`src/rtl/timer_bank.sv`:
```
// Bank of N_TIMERS independent down-counting timers behind one register window.
// Each channel has one-shot/auto-reload modes, a sticky W1C pending flag and a mask.
module timer_bank #(
   parameter int unsigned N_TIMERS = 2,
   parameter int unsigned WIDTH    = 32
) (
   input  logic                clk,
   input  logic                reset,
   input  logic                sel,
   input  logic                we,
   input  logic [4:0]          addr,
   input  logic [31:0]         wdata,
   output logic [31:0]         rdata,
   output logic [N_TIMERS-1:0] irq,
   output logic                irq_any
);

   localparam logic [1:0] REG_CTRL   = 2'd0;
   localparam logic [1:0] REG_PRESET = 2'd1;
   localparam logic [1:0] REG_COUNT  = 2'd2;
   localparam logic [1:0] REG_STATUS = 2'd3;
   localparam logic [1:0] MODE_AUTO  = 2'b01;

   typedef enum logic [1:0] {S_IDLE, S_LOAD, S_CNT, S_INT} state_t;

   logic [31:0] w_rd_ch [N_TIMERS];
   logic        w_unused_wdata;

   assign w_unused_wdata = &{1'b0, wdata};

   for (genvar g = 0; g < N_TIMERS; g++) begin : g_ch
      state_t             r_state, w_state_nxt;
      logic               r_en, w_en_nxt;
      logic [1:0]         r_mode, w_mode_nxt;
      logic               r_im, w_im_nxt;
      logic               r_pend, w_pend_nxt;
      logic [WIDTH-1:0]   r_preset, w_preset_nxt;
      logic [WIDTH-1:0]   r_count, w_count_nxt;
      logic               w_hit;

      assign w_hit = sel & we & (addr[4:2] == 3'(g));

      // Bus writes first, then FSM actions; INT's PEND set overrides a same-cycle clear.
      always_comb begin
         w_state_nxt  = r_state;
         w_en_nxt     = r_en;
         w_mode_nxt   = r_mode;
         w_im_nxt     = r_im;
         w_pend_nxt   = r_pend;
         w_preset_nxt = r_preset;
         w_count_nxt  = r_count;

         if (w_hit && addr[1:0] == REG_CTRL) begin
            w_en_nxt   = wdata[0];
            w_mode_nxt = wdata[2:1];
            w_im_nxt   = wdata[3];
         end
         if (w_hit && addr[1:0] == REG_PRESET) w_preset_nxt = wdata[WIDTH-1:0];
         if (w_hit && addr[1:0] == REG_STATUS && wdata[0]) w_pend_nxt = 1'b0;

         case (r_state)
            S_IDLE: if (r_en) w_state_nxt = S_LOAD;
            S_LOAD: begin
               w_count_nxt = r_preset;
               w_state_nxt = S_CNT;
            end
            S_CNT: begin
               if (!r_en) begin
                  w_state_nxt = S_IDLE;
               end else if (r_count > WIDTH'(1)) begin
                  w_count_nxt = r_count - WIDTH'(1);
               end else begin
                  w_count_nxt = '0;
                  w_state_nxt = S_INT;
               end
            end
            S_INT: begin
               w_pend_nxt = 1'b1;
               if (r_mode == MODE_AUTO && w_en_nxt) begin
                  w_state_nxt = S_LOAD;
               end else begin
                  w_state_nxt = S_IDLE;
                  // One-shot self-disables unless the bus rewrites CTRL this cycle.
                  if (r_mode != MODE_AUTO && !(w_hit && addr[1:0] == REG_CTRL))
                     w_en_nxt = 1'b0;
               end
            end
            default: w_state_nxt = S_IDLE;
         endcase
      end

      always_ff @(posedge clk) begin
         if (reset) begin
            r_state  <= S_IDLE;
            r_en     <= 1'b0;
            r_mode   <= 2'b00;
            r_im     <= 1'b0;
            r_pend   <= 1'b0;
            r_preset <= '0;
            r_count  <= '0;
         end else begin
            r_state  <= w_state_nxt;
            r_en     <= w_en_nxt;
            r_mode   <= w_mode_nxt;
            r_im     <= w_im_nxt;
            r_pend   <= w_pend_nxt;
            r_preset <= w_preset_nxt;
            r_count  <= w_count_nxt;
         end
      end

      always_comb begin
         case (addr[1:0])
            REG_CTRL:   w_rd_ch[g] = {28'd0, r_im, r_mode, r_en};
            REG_PRESET: w_rd_ch[g] = 32'(r_preset);
            REG_COUNT:  w_rd_ch[g] = 32'(r_count);
            default:    w_rd_ch[g] = {31'd0, r_pend};
         endcase
      end

      assign irq[g] = r_pend & r_im;
   end

   // Out-of-range channels and deselected reads return zero.
   always_comb begin
      rdata = '0;
      if (sel) begin
         for (int i = 0; i < N_TIMERS; i++) begin
            if (addr[4:2] == 3'(i)) rdata = w_rd_ch[i];
         end
      end
   end

   assign irq_any = |irq;

endmodule
```
`config.mk`:
```
export PLATFORM = sky130hd
export DESIGN_NAME = timer_bank
export DESIGN_NICKNAME = d
export VERILOG_FILES = /design/src/rtl/timer_bank.sv
export SDC_FILE = /design/constraint.sdc
export NUM_CORES = 1
export LEC_CHECK = 0
export ABC_AREA = 1
export BUFFER_PORTS_ARGS = -buffer_cell sky130_fd_sc_hd__buf_2
export CAP_MARGIN = 25
export CORE_MARGIN = 8
export CORE_UTILIZATION = 30
export DETAILED_ROUTE_END_ITERATION = 16
export PLACE_DENSITY = 0.43
export SKIP_LAST_GASP = 1
export SYNTH_ARGS = -nofsm -noshare
export SYNTH_HDL_FRONTEND = slang
export SYNTH_SLANG_ARGS = --single-unit
export TNS_END_PERCENT = 10
```
`constraint.sdc`:
```
create_clock -name clk -period 2.25 [get_ports clk]
set_input_delay 0.45 -clock clk [delete_from_list [all_inputs] [get_ports clk]]
set_output_delay 0.45 -clock clk [all_outputs]
set_load 0.03 [all_outputs]
```
==> results of run 1 <==
## logic make-up after synthesis
family          after synthesis  synth area share [%]
buf+inv                     227                  10.5
xor+xnor                     27                  2.75
flops                       142                  33.0
simple gates                643                  30.0
fa+ha+maj                     4                 0.582
compound gates              375                  23.1
## worst paths after layout
| path | cells after the start | slack, ns | endpoint |
|---|---|---|---|
| setup / recovery | 9 | -0.001 | rdata[12] |
| hold / removal | 3 | 0.29 | g_ch[0].r_preset[30]$_SDFFE_PP0P_ |
| setup reg to reg | 12 | 0.27 | g_ch[1].r_count[21]$_SDFFE_PP0P_ |
| hold reg to reg | 2 | 0.46 | g_ch[1].r_count[24]$_SDFFE_PP0P_ |
## cell usage in the layout (no fill, tap or decap), drive strengths merged, types with 8 or more instances in the layout
master | netlist | layout
o22ai | 56 | 56
buf | 21 | 122
nand4 | 8 | 8
inv | 155 | 155
nand3 | 50 | 50
dfxtp | 142 | 142
xor2 | 26 | 26
o21ai | 150 | 150
a21oi | 158 | 158
clkbuf | 51 | 22
nor2 | 165 | 165
nand2 | 409 | 409
## flip-flops by register name, indices dropped and copies added, names as in the netlist
signal / flops
g_ch.r_state: 4
g_ch.r_mode: 4
g_ch.r_pend: 2
g_ch.r_preset: 64
g_ch.r_count: 64
g_ch.r_en: 2
g_ch.r_im: 2
## routing by layer
layer | up-vias | track usage (%) | routed length [um]
met3 | 35 | 2.51 | 953
met5 | - | 0 | 0
li1 | 4748 | - | -
met1 | 4277 | 27.7 | 16700
met4 | 0 | 5.63 | 635
met2 | 180 | 32.0 | 15600
## timing repair
item	4_1_cts	5_1_grt
pin swaps	2	8
setup buffers	0	1
resized for setup	22	77
setup endpoints to repair	30	38
cloned	1	1
## power breakdown
part,internal (W),total (W),switching [W],leakage [nW]
logic,0.000177,0.000536,0.000358,2.95
registers,0.00253,0.00254,0.0000123,1.14
clock network,0.00193,0.00315,0.00122,0.303
total,0.00463,0.00622,0.00159,4.40
## worst min-delay path: stages
cell and delay, ns:
buf_2 0.10, nor2_1 0.05, nor2_1 0.08
## metrics by stage
stage / setup TNS (ns) / instances
final: -0.00228 / 1887
after global routing: -0.868 / 1887
after CTS: -0.391 / 1885
after detailed placement: -1.73 / 1852
after global placement: -1.32 / 1852
after floorplan: 0 / 1418
## cell type report
| cell class | count | area share, % |
|---|---|---|
| Clock buffer | 20 | 4.30 |
| Clock inverter | 12 | 1.76 |
| Inverter | 155 | 5.51 |
| Multi-Input combinational cell | 1049 | 47.5 |
| Sequential cell | 142 | 26.8 |
| Tap cell | 384 | 4.53 |
| Timing Repair Buffer | 125 | 9.61 |
==> summary.txt, run 1 <==
Clocking
  – CTS Buf Count: 17
  – CTS tree: built
  – # hold bufs at CTS: 0
  – Clock Path Buffers: 2
  – H-tree Lvls: 4
  – Sink Count: 142
  – CTS Root Cell: clkbuf_16
  – Clock transition at path regs: 0.06 ns
  – Clk Latency, worst-skew pair: 0.43 ns

Timing
  – Final period util: 100%
  – Hold WS: 0.288 ns
  – Fin crit period: 2.25 ns
  – Final setup fails: 2
  – Normalized max-slew margin: 59.4%
  – Worst slew pin tran: 0.609 ns
  – Clock Skew: 0.0171 ns
  – Fin worst setup slack: -0.00140 ns
  – Fmax: 444 MHz
  – RSZ-0062 raised after global routing: yes
  – Final hold vios: 0
  – Max-slew violations: 0

Place
  – Global placer's final weighted congestion: 0.881
  – Port buffer count: 75
  – Place WS: -0.176 ns
  – Placement Cell Area: 0.00963 mm^2
  – Detailed Place HPWL: 25.7 mm

Pwr
  – Static Leakage: 4.40 nW
  – Pwr Total: 0.00622 W
  – PwrDens: 587 mW/mm^2
  – Worst VDD drop: 0.471 mV

Yosys
  – Area contributors post-synth: dfxtp_1 (33%), nand2_1 (18%), a21oi_1 (9.1%)
  – Mapped Nets: 1,463
  – Main synth FF type: dfxtp_1
  – Leading cell types by count after synthesis: nand2_1 (405), a21oi_1 (157), nor2_1 (155)
  – Top cell type's share of synthesized area: 33.0%
  – Syn avg cell area: 6.07 um^2
  – Async SR Flop Fraction: 0%
  – Synth cell types: 36
  – Register area share after synthesis: 33.0%
  – Cell taking the most area after synthesis: dfxtp_1
  – Post-Syn Instances: 1,418
  – Ys Warns: 0
  – EDFF count, synth: 0
  – FF+latch count, synth: 142
  – Top-count cell post-synth: nand2_1
  – Post-Syn Area: 0.00860 mm^2

Global routing
  – GRT Resource Usage Total: 20.0%
  – Vias in the first global route: 9,038
  – Total gr overflow: 0
  – Largest net degree at the start of global routing: 65
  – Global-route wire length before repair: 53.1 mm
  – Initial antenna violation count: 0

Outcome
  – Failing checks: setup timing
  – Status: finished, violations left

Worst setup path
  – CP max stage delay: 0.28 ns
  – Delay-heaviest family, CP: buffers and inverters
  – Buf/Inv on CP: 5
  – CP Class: in -> out
  – Worst flop-to-flop path startpoint: g_ch[1].r_count[0]$_SDFFE_PP0P_
  – CP endpoint kind: output pin
  – CP startpoint: addr[1]
  – Worst endpoint data arrival time: 1.80 ns
  – Worst Path Max Fanout: 16
  – Critical Path RT: 1.80 ns
  – Startpoint type of the worst setup path: input port
  – Critical-path top delay cell: bufbuf_16
  – CP cell instances: buf_2, inv_2, nor2_4, inv_4, bufbuf_16, o22ai_1, nand2_1, a21oi_1, buf_4

Finish
  – Multi-input gate area: 0.00504 mm^2
  – Reg area: 0.00284 mm^2
  – Layout area overhead: 23.3%
  – N_diodes: 0
  – Core Util, Final: 37.3%
  – Net count, final: 1,535
  – Layout cells sized above 1: 14.8%
  – Fillers: 3,210
  – Fin area: 0.0106 mm^2

Detailed routing
  – Via density: 4.90
  – DRC Markers: 0
  – Post-Route WL: 33.9 mm
  – Initial detailed-routing violation count: 606
  – TritonRoute pass-1 iters: 6
  – Avg WL per Cell: 17.9 um
  – Post-DRT Antenna Nets: 0
  – Via count: 9,240

Floorplan
  – Die area: 0.0343 mm^2
  – Site row count: 62
  – Core outline area: 0.0285 mm^2
  – Die Wd: 185 um
  – Initial core utilization: 30.2%
  – Die Y: 185 um
  – I/O pin cnt: 76

Hold path
  – Hold wc startpoint: wdata[30]
  – Hold/Removal Path Class: in -> reg

Run
  – # Max-Cap Violations: 0
Note: power is estimated with default switching activity, not from simulation.
==> inputs of run 2 (changes only) <==
==> constraint.sdc (replaced) <==
create_clock -name clk -period 2.2 [get_ports clk]
set_input_delay 0.44 -clock clk [delete_from_list [all_inputs] [get_ports clk]]
set_output_delay 0.44 -clock clk [all_outputs]
set_load 0.03 [all_outputs]
==> run 2 against run 1 <==
  * The flow still finishes with violations (setup timing)
  * Sequential share of layout area up 0.31 points
  * Critical path depth fell by 4
  * Global-route usage decreased by 0.16 points
  * Combinational power rose by 3%
  * Setup slack got worse by 0.018 ns
  * Core utilization down 0.43 points
  * Hold slack got worse by 0.018 ns
  * Cell area fell by 1.2%
  * Cell count fell by 0.16%
==> summary.txt, run 2 (synthesis gave the netlist of run 1 again) <==
Global routing
  – Largest net degree at the start of global routing: 65 (unchanged)
  – Total gr overflow: 0 (unchanged)
  – Vias in the first global route: 8,917 (was 9,038)
  – Initial antenna violation count: 1 (was 0)
  – GRT Resource Usage Total: 19.8% (was 20.0%)
  – Global-route wire length before repair: 52.3 mm (was 53.1 mm)

Clocking
  – Sink Count: 142 (unchanged)
  – CTS Buf Count: 17 (unchanged)
  – CTS tree: built (unchanged)
  – H-tree Lvls: 4 (unchanged)
  – Postcts setup bufs: 0 (unchanged)
  – CTS Root Cell: clkbuf_16 (unchanged)
  – Clock Path Buffers: 2 (unchanged)
  – Clk Latency, worst-skew pair: 0.43 ns (about the same)
  – Clock transition at path regs: 0.07 ns (was 0.06 ns)

Timing
  – Fin crit period: 2.22 ns
  – Max-slew violations: 0 (unchanged)
  – Final period util: 101%
  – Fin worst setup slack: -0.0193 ns (was -0.00140 ns)
  – Normalized max-slew margin: 45.4% (was 59.4%)
  – Final setup fails: 1 (was 2)
  – Final hold vios: 0 (unchanged)
  – Fmax: 451 MHz
  – Clock Skew: 0.0143 ns (was 0.0171 ns)
  – Worst slew pin tran: 0.819 ns (was 0.609 ns)
  – Setup TNS Final: -0.0193 ns (was -0.00228 ns)
  – RSZ-0062 raised after global routing: yes (unchanged)

Detailed routing
  – TritonRoute pass-1 iters: 5 (was 6)
  – Via density: 4.94 (was 4.90)
  – Via count: 9,310 (was 9,240)
  – Post-DRT Antenna Nets: 0 (unchanged)
  – Initial detailed-routing violation count: 682 (was 606)
  – DRC Markers: 0 (unchanged)
  – Avg WL per Cell: 18.1 um (was 17.9 um)
  – Post-Route WL: 34.2 mm (was 33.9 mm)

Worst setup path
  – R2R setup slack: 0.23 ns (was 0.27 ns)
  – Worst flop-to-flop path startpoint: g_ch[0].r_count[1]$_SDFFE_PP0P_ (was g_ch[1].r_count[0]$_SDFFE_PP0P_)
  – Startpoint type of the worst setup path: register (was input port)
  – Worst R2R Path Depth: 12 (unchanged)
  – R2R Path End: g_ch[0].r_count[23]$_SDFFE_PP0P_ (was g_ch[1].r_count[21]$_SDFFE_PP0P_)
  – Worst Path Max Fanout: 5 (was 16)
  – Critical Path RT: 1.76 ns (was 1.80 ns)
  – Worst endpoint data arrival time: 1.78 ns (was 1.80 ns)
  – CP Class: reg -> out (was in -> out)
  – CP endpoint kind: output pin (unchanged)

Run
  – # Max-Cap Violations: 0 (unchanged)

Floorplan
  – Core outline area: 0.0285 mm^2 (unchanged)
  – Die Wd: 185 um (unchanged)
  – I/O pin cnt: 76 (unchanged)
  – Die area: 0.0343 mm^2 (unchanged)
  – Site row count: 62 (unchanged)
  – Die Y: 185 um (unchanged)
  – Initial core utilization: 30.2% (unchanged)

Finish
  – Layout area overhead: 21.9% (was 23.3%)
  – Fin area: 0.0105 mm^2 (was 0.0106 mm^2)
  – Biggest regs: g_ch.r_count: 64 flops, g_ch.r_preset: 64 flops (unchanged)
  – Most frequent cells in the layout: nand2_1 (401), nor2_1 (153), inv_1 (143), a21oi_1 (142), dfxtp_1 (142) (was nand2_1 (401), nor2_1 (153), inv_1 (143), dfxtp_1 (142), a21oi_1 (139))
  – Layout cells sized above 1: 14.0% (was 14.8%)
  – Net count, final: 1,532 (was 1,535)
  – Commonest non-fill, non-tap cell in the layout: nand2_1 (unchanged)

Place
  – Placement Cell Area: 0.00961 mm^2 (was 0.00963 mm^2)
  – Port buffer count: 75 (unchanged)
  – Global placer's final weighted congestion: 0.885 (was 0.881)
  – Detailed Place HPWL: 25.9 mm (was 25.7 mm)

Outcome
  – Failing checks: setup timing (unchanged)
  – Status: finished, violations left (unchanged)

Hold path
  – Hold wc startpoint: wdata[30] (unchanged)
  – Hold EP: g_ch[0].r_preset[30]$_SDFFE_PP0P_ (unchanged)
  – Hold path depth: 3 (unchanged)
  – Hold/Removal Path Class: in -> reg (unchanged)

Pwr
  – Static Leakage: 4.36 nW (was 4.40 nW)
  – PwrDens: 590 mW/mm^2 (was 587 mW/mm^2)
  – Pwr Total: 0.00619 W (was 0.00622 W)
  – Worst VDD drop: 0.477 mV (was 0.471 mV)
run 2: per-stage QoR:
stage               hold WS, ns  instances  setup WS (ns)  util, %
CTS                       0.257       1880        -0.0270     36.2
floorplan                 0.442       1418        -0.0205        -
finish                    0.270       1884        -0.0193     36.8
global route              0.270       1884         -0.104     36.8
detailed placement        0.458       1849         -0.182     33.8
global placement          0.458       1849         -0.137     33.8
run 2: layer usage:
metal  track usage, %  part of all wire [%]  vias to the layer above
met3             2.43                   3.7                       43
li1                 -                     -                     4744
met4             6.24                   2.2                        0
met2             31.9                    46                      198
met5                0                     0                        -
met1             27.2                    48                     4325
run 2: final cells by class:
type	instances	area, um^2
fillers	3203	18000
multi-input cells	1049	4970
flip-flops and latches	142	2840
repair buffers	122	1010
inverters	155	587
well taps	384	480
clock buffers	17	425
clock inverters	14	171
diodes	1	2.50
run 2: worst max path at each step:
| stage | cells after the start | slack, ns | startpoint | end |
|---|---|---|---|---|
| 2_1_floorplan | 8 | -0.02 | addr[1] | rdata[16] |
| 3_3_place_gp | 10 | -0.14 | addr[1] | rdata[15] |
| 3_5_place_dp | 10 | -0.18 | addr[1] | rdata[15] |
| 4_1_cts | 10 | -0.03 | addr[1] | rdata[1] |
| 5_1_grt | 5 | -0.10 | g_ch[1].r_count[14]$_SDFFE_PP0P_ | rdata[14] |
| 6_report | 5 | -0.02 | g_ch[1].r_count[14]$_SDFFE_PP0P_ | rdata[14] |
run 2: worst max-delay path, cell delays in order, from the launching register on:
cell     delay, ns
dfxtp_1       0.44
inv_1         0.11
o22ai_1       0.19
nand2_1       0.08
a21oi_1       0.27
buf_2         0.27
run 2: timing repair:
item	CTS	global route
resized for setup	34	46
hold buffers	0	0
pin swaps	3	3
cloned	0	3
endpoints found under the setup margin	27	30
endpoints found under the hold margin	0	0
run 2: power breakdown:
| part | internal [W] | total, W | switching (W) |
|---|---|---|---|
| clock network | 0.00178 | 0.00304 | 0.00126 |
| registers | 0.00259 | 0.00260 | 0.0000126 |
| logic | 0.000182 | 0.000551 | 0.000369 |
